==> config.mk <==
export PLATFORM = sky130hd
export DESIGN_NAME = adc_osr_multi
export DESIGN_NICKNAME = d
export VERILOG_FILES = /design/src/rtl/adc_osr_multi.sv
export SDC_FILE = /design/constraint.sdc
export NUM_CORES = 1
export LEC_CHECK = 0
export CAP_MARGIN = 20
export CORE_MARGIN = 2
export CORE_UTILIZATION = 64
export CTS_BUF_LIST = sky130_fd_sc_hd__clkbuf_8
export DETAILED_ROUTE_END_ITERATION = 10
export PLACE_DENSITY_LB_ADDON = 0.08
export SLEW_MARGIN = 20
export SYNTH_ARGS = -nofsm -noshare
export SYNTH_HDL_FRONTEND = slang
export SYNTH_SLANG_ARGS = --single-unit
==> constraint.sdc <==
create_clock -name clk -period 9.9 [get_ports clk]
set_input_delay 1.98 -clock clk [delete_from_list [all_inputs] [get_ports clk]]
set_output_delay 1.98 -clock clk [all_outputs]
set_load 0.005 [all_outputs]
==> src/rtl/adc_osr_multi.sv <==
// Multi-channel ADC oversampler: sums 4^m channel-tagged samples and emits a
// left-aligned (DATA_W+MAX_MODE)-bit result through a valid/ready register.
module adc_osr_multi #(
  parameter int DATA_W   = 12,
  parameter int MAX_MODE = 4,
  parameter int NCH      = 4,
  parameter int CH_W     = (NCH > 1) ? $clog2(NCH) : 1,
  parameter int OUT_W    = DATA_W + MAX_MODE
) (
  input  logic              clk,
  input  logic              rst,
  input  logic              sample_valid_in,
  input  logic [CH_W-1:0]   sample_ch_in,
  input  logic [DATA_W-1:0] sample_in,
  input  logic [2:0]        osr_mode_in,
  input  logic              round_en_in,
  input  logic              flush_in,
  output logic              result_valid_out,
  input  logic              result_ready_in,
  output logic [OUT_W-1:0]  result_out,
  output logic [CH_W-1:0]   result_ch_out,
  output logic              overrun_out,
  input  logic              overrun_clr_in
);

  localparam int ACC_W = DATA_W + 2 * MAX_MODE;
  localparam int SUM_W = ACC_W + 1;
  localparam int CNT_W = 2 * MAX_MODE + 1;
  localparam logic [2:0]    MAX_MODE_V = 3'(MAX_MODE);
  localparam logic [CH_W:0] NCH_V      = (CH_W + 1)'(NCH);

  logic [ACC_W-1:0] acc     [NCH];
  logic [CNT_W-1:0] cnt     [NCH];
  logic [2:0]       mode_r  [NCH];
  logic             round_r [NCH];

  logic             accept;
  logic [CH_W-1:0]  ch_idx;
  logic [2:0]       mode_clamp;
  logic             idle;
  logic [2:0]       mode_eff;
  logic             round_eff;
  logic [ACC_W-1:0] acc_base;
  logic [ACC_W-1:0] acc_sum;
  logic [CNT_W-1:0] cnt_next;
  logic [CNT_W-1:0] cnt_target;
  logic             last;
  logic [SUM_W-1:0] rnd_add;
  logic [SUM_W-1:0] sum_rnd;
  logic [OUT_W-1:0] result_calc;
  logic             complete;

  // Only one sample arrives per cycle, so the datapath is shared and steered
  // to the addressed channel; an idle channel takes its mode from the inputs.
  always_comb begin
    accept      = sample_valid_in && !flush_in && ({1'b0, sample_ch_in} < NCH_V);
    ch_idx      = accept ? sample_ch_in : '0;
    mode_clamp  = (osr_mode_in > MAX_MODE_V) ? 3'd0 : osr_mode_in;
    idle        = (cnt[ch_idx] == '0);
    mode_eff    = idle ? mode_clamp : mode_r[ch_idx];
    round_eff   = idle ? round_en_in : round_r[ch_idx];
    acc_base    = idle ? '0 : acc[ch_idx];
    acc_sum     = acc_base + ACC_W'(sample_in);
    cnt_next    = (idle ? '0 : cnt[ch_idx]) + CNT_W'(1);
    cnt_target  = CNT_W'(1) << {mode_eff, 1'b0};
    last        = (cnt_next == cnt_target);
    rnd_add     = '0;
    if (round_eff && (mode_eff != 3'd0)) begin
      rnd_add = SUM_W'(1) << (mode_eff - 3'd1);
    end
    sum_rnd     = {1'b0, acc_sum} + rnd_add;
    // Drop m LSBs, then left-align the DATA_W+m bit quotient.
    result_calc = OUT_W'((sum_rnd >> mode_eff) << (MAX_MODE_V - mode_eff));
    complete    = accept && last;
  end

  always_ff @(posedge clk or posedge rst) begin
    if (rst) begin
      for (int i = 0; i < NCH; i++) begin
        acc[i]     <= '0;
        cnt[i]     <= '0;
        mode_r[i]  <= '0;
        round_r[i] <= 1'b0;
      end
    end else if (flush_in) begin
      for (int i = 0; i < NCH; i++) begin
        cnt[i] <= '0;
      end
    end else if (accept) begin
      if (idle) begin
        mode_r[ch_idx]  <= mode_clamp;
        round_r[ch_idx] <= round_en_in;
      end
      acc[ch_idx] <= acc_sum;
      cnt[ch_idx] <= last ? '0 : cnt_next;
    end
  end

  // A completion reloads the output register whenever the current result is
  // gone or leaving this cycle; otherwise it is dropped and flagged.
  always_ff @(posedge clk or posedge rst) begin
    if (rst) begin
      result_valid_out <= 1'b0;
      result_out       <= '0;
      result_ch_out    <= '0;
      overrun_out      <= 1'b0;
    end else begin
      if (complete && (!result_valid_out || result_ready_in)) begin
        result_valid_out <= 1'b1;
        result_out       <= result_calc;
        result_ch_out    <= ch_idx;
      end else if (result_valid_out && result_ready_in) begin
        result_valid_out <= 1'b0;
      end

      if (complete && result_valid_out && !result_ready_in) begin
        overrun_out <= 1'b1;
      end else if (overrun_clr_in) begin
        overrun_out <= 1'b0;
      end
    end
  end

endmodule
==> results of run 1 <==
## stage by stage
step           worst slack, ns  std cells  cell area, um^2  utilization [%]
2_1_floorplan           0.0337       1191            10100                -
3_3_place_gp             0.192       1416            10800             70.8
3_5_place_dp            0.0326       1416            10800             70.8
4_1_cts                  0.468       1448            11300             73.8
5_1_grt                0.00374       1448            11300             74.0
6_report                 0.502       1448            11300             74.0
## synthesized netlist by cell type (5+ instances only)
master / count
sky130_fd_sc_hd__a211oi_1: 10
sky130_fd_sc_hd__nand3b_1: 28
sky130_fd_sc_hd__inv_1: 23
sky130_fd_sc_hd__nor2_1: 81
sky130_fd_sc_hd__a21o_1: 15
sky130_fd_sc_hd__nor3_1: 26
sky130_fd_sc_hd__xor2_1: 15
sky130_fd_sc_hd__o21bai_1: 5
sky130_fd_sc_hd__a21oi_1: 46
sky130_fd_sc_hd__mux2i_1: 36
sky130_fd_sc_hd__a22oi_1: 17
sky130_fd_sc_hd__nor2b_1: 7
sky130_fd_sc_hd__o21ai_0: 152
sky130_fd_sc_hd__and3_1: 11
sky130_fd_sc_hd__o21a_1: 5
sky130_fd_sc_hd__a221oi_1: 18
sky130_fd_sc_hd__o221a_2: 8
sky130_fd_sc_hd__dfrtp_1: 152
sky130_fd_sc_hd__o22ai_1: 12
sky130_fd_sc_hd__nand2_1: 197
sky130_fd_sc_hd__o221ai_1: 6
sky130_fd_sc_hd__or3_1: 5
sky130_fd_sc_hd__nand4_1: 7
sky130_fd_sc_hd__a31oi_1: 14
sky130_fd_sc_hd__nand3_1: 23
sky130_fd_sc_hd__clkbuf_1: 52
sky130_fd_sc_hd__buf_2: 12
sky130_fd_sc_hd__mux2_2: 11
sky130_fd_sc_hd__nor4_1: 7
sky130_fd_sc_hd__buf_1: 7
sky130_fd_sc_hd__o211ai_1: 9
sky130_fd_sc_hd__or2_2: 11
sky130_fd_sc_hd__and2_1: 9
sky130_fd_sc_hd__ha_1: 28
sky130_fd_sc_hd__xnor2_1: 26
sky130_fd_sc_hd__nand2b_1: 15
## metal layers
metal	GRT usage, %	part of all wire [%]	vias to the layer above
li1	-	-	4391
met1	49.6	44	4420
met2	57.8	47	352
met3	6.52	6.9	53
met4	11.7	2.3	0
met5	0	0	-
## flip-flops by register name, summed over array words and instances (netlist names)
register,flops
result_out,16
cnt,36
round_r,4
acc,80
result_valid_out,1
result_ch_out,2
overrun_out,1
mode_r,12
## worst min-delay path, cell delays in order, from the launching register on
cell and delay [ns]:
sky130_fd_sc_hd__dfrtp_1 0.35, sky130_fd_sc_hd__nand2_1 0.05, sky130_fd_sc_hd__nand2_1 0.05
## cells by family (layout without fill, tap and decap cells)
logic type	after synthesis	count (layout)
xor+xnor	41	41
mux	49	49
compound gates	368	368
other cells	1	1
flops	152	152
buf+inv	97	143
simple gates	453	453
fa+ha+maj	30	30
## cell usage in the layout (no fill, tap or decap), types with 14 or more instances in the layout
| cell type | netlist | final |
|---|---|---|
| sky130_fd_sc_hd__buf_4 | 2 | 43 |
| sky130_fd_sc_hd__nand2b_1 | 15 | 15 |
| sky130_fd_sc_hd__nor3_1 | 26 | 24 |
| sky130_fd_sc_hd__a31oi_1 | 14 | 14 |
| sky130_fd_sc_hd__nor2_1 | 81 | 80 |
| sky130_fd_sc_hd__dfrtp_1 | 152 | 152 |
| sky130_fd_sc_hd__mux2i_1 | 36 | 36 |
| sky130_fd_sc_hd__clkdlybuf4s50_1 | 0 | 43 |
| sky130_fd_sc_hd__a221oi_1 | 18 | 18 |
| sky130_fd_sc_hd__o21ai_0 | 152 | 152 |
| sky130_fd_sc_hd__xor2_1 | 15 | 15 |
| sky130_fd_sc_hd__a22oi_1 | 17 | 17 |
| sky130_fd_sc_hd__nand2_1 | 197 | 196 |
| sky130_fd_sc_hd__a21oi_1 | 46 | 45 |
| sky130_fd_sc_hd__inv_1 | 23 | 22 |
| sky130_fd_sc_hd__ha_1 | 28 | 28 |
| sky130_fd_sc_hd__xnor2_1 | 26 | 25 |
| sky130_fd_sc_hd__nand3_1 | 23 | 23 |
| sky130_fd_sc_hd__clkbuf_8 | 0 | 17 |
| sky130_fd_sc_hd__a21o_1 | 15 | 15 |
| sky130_fd_sc_hd__nand3b_1 | 28 | 28 |
## area by class of cell
| type | instances | area [um^2] |
|---|---|---|
| tap | 211 | 264 |
| sequential | 152 | 3800 |
| multi-input combinational | 942 | 5910 |
| inverter | 24 | 95.1 |
| clock inverter | 15 | 220 |
| timing repair buffer | 87 | 773 |
| fill | 1184 | 3960 |
| clock buffer | 17 | 234 |
## power groups by stage
stage               logic (W)  registers, W  clock network [W]
floorplan            0.000975      0.000874                  0
global placement      0.00140      0.000887                  0
detailed placement    0.00141      0.000894                  0
CTS                   0.00142      0.000882           0.000537
global route          0.00160      0.000903           0.000566
finish                0.00145      0.000883           0.000535
## worst max-delay path by stage
stage,startpoint,to,slack [ns],depth (start not counted)
floorplan,sample_ch_in[1],result_out[15],0.03,34
global placement,sample_ch_in[1],result_out[15],0.19,30
detailed placement,sample_ch_in[1],result_out[15],0.03,31
CTS,sample_ch_in[1],result_out[15],0.47,31
global route,sample_ch_in[1],result_out[15],0.004,27
finish,sample_ch_in[1],result_out[15],0.50,27
==> results.txt, run 1 <==
Vias in the first global route - 8765
Synth Area in Adders - 3.88%
Number of buffers inserted to repair setup after CTS - 0
Detailed-route vias per instance - 6.36
DRT Pass-1 Iters - 5
Number of CTS-inserted buffers - 17
Endpoint of the worst hold-timing path - result_out[2]
Critical path endpoint category - flop
Sw Ratio - 43.5%
Internal cell power - 0.00162 W
Path type of the worst setup path - input pin to flop
Synthesis-to-finish area growth - 12.3%
Number of H-tree levels - 4
Cell accounting for the most synthesized area - sky130_fd_sc_hd__dfrtp_1
CP Data Arrival Time - 9.77 ns
Synth unique cells - 91
Largest vdd supply drop - 0.167 mV
Setup TNS Final - 0 ns
Worst path top cell family by delay - simple AND/OR/NAND/NOR gates
Run status - completed
Main flop type after synthesis - sky130_fd_sc_hd__dfrtp_1
TritonCTS clock tree - done
Part of the power in combinational logic - 50.6%
Total power of the final layout - 0.00287 W
Worst hold path stage count - 2
RePlAce Congestion - 0.981
Clock insertion delay at the later pin of the skew report - 0.46 ns
Share of total power in the clock network - 18.6%
CTS max path bufs - 2
Synthesized Nets - 1245
Area of the mapped netlist - 0.0101 mm^2
Avg Synthesized Cell Area - 8.44 um^2
Clk pin slew, worst setup/hold paths - 0.10 ns
R2R cell count - 26
Slew headroom - 37.9%
Routed vias - 9216
Final number of hold-violating endpoints - 0
Wire length of the first global-routing pass - 46600 um
Resized Gates After CTS - 0
Sequential Power Share - 30.7%
Post-synthesis register bit count - 152
Final antenna diode count - 0
Area fraction of the dominant cell type after synthesis - 37.8%
Total number of yosys warnings - 0
Proportion of layout cells with a drive suffix above 1 - 11.2%
Initial antenna violation count - 0
Crit Path Max Fanout - 23
Post-detail-place hpwl - 20700 um
Vertical die dimension - 129 um
Count of maximum capacitance violations - 0
Buffers and inverters on the worst path - 4
Part of the Yosys area used for sequential elements - 37.8%
Die Area - 0.0167 mm^2
Ranking of synthesized cells by area - sky130_fd_sc_hd__dfrtp_1 (38%), sky130_fd_sc_hd__o21ai_0 (7.6%), sky130_fd_sc_hd__nand2_1 (7.4%), sky130_fd_sc_hd__mux2i_1 (3.6%), sky130_fd_sc_hd__ha_1 (3.5%)
Setup violators final - 0
CTS Root Cell - sky130_fd_sc_hd__clkbuf_8
Leakage power summed over all cells - 5.00 nW
CP dominant cell by count - sky130_fd_sc_hd__ha_1
Fmax achieved - 106 MHz
Mux contribution to synthesized area - 5.26%
Count of unresolved DRC violations after routing - 0
Worst reg2reg setup slack - 2.56 ns
Period Utilization, post-route - 94.9%
Post-DRT Antenna Nets - 0
Synthesized-area fraction occupied by xor and xnor cells - 3.57%
Simple-gate share of the synthesized area - 21.8%
Aggregate global routing overflow - 0
Sum of routed wire length over all layers - 28700 um
Overall die width - 129 um
Class of the worst hold path - flop to flop
Initial cell density of the core - 65.9%
Largest net degree at the start of global routing - 83
Number of buffers added on ports - 43
Worst EP required - 10.27 ns
Largest family of logic cells by synthesized area - compound AO/OA/AOI/OAI gates
Worst path slowest cell - sky130_fd_sc_hd__a21oi_2
Setup repair after global routing missed its margin - false
Slew @ Worst Pin - 0.932 ns
Sink Count - 152
Compound-cell area share of the yosys netlist - 23.8%
Top-level port count - 44
Share of synthesized flip-flops with an asynchronous set or reset - 100%
Row count - 45
Core region area - 0.0153 mm^2
All-layer global routing usage - 35.9%
Post-Syn Instances - 1191
RR Endpoint - result_out[15]
Largest stage delay on the critical path - 0.70 ns
Post-route minimum period - 9.40 ns
Hold_ws - 0.474 ns
Layout Nets - 1278
Iter 0 DRT Violations - 903
Average wire length per cell after detail routing - 19.8 um
Start of the worst register-to-register path - cnt[6]
Worst Setup Start Kind - input pin
Hold path start - result_out[2]
Post-Route Skew - 0.0151 ns
Hold Buf Count CTS - 0
Pins Over Slew Limit - 0
Power density relative to cell area - 254 mW/mm^2
Switching pwr - 0.00125 W
Number of synthesized flops with an enable pin - 0
(Power assumes the default switching activity.)
==> run 2: changes to the inputs <==
Settings changed: CTS_CLUSTER_SIZE set to 10.
==> results of run 2 <==
The final DEF is identical to that of run 1; final timing and power are the same.
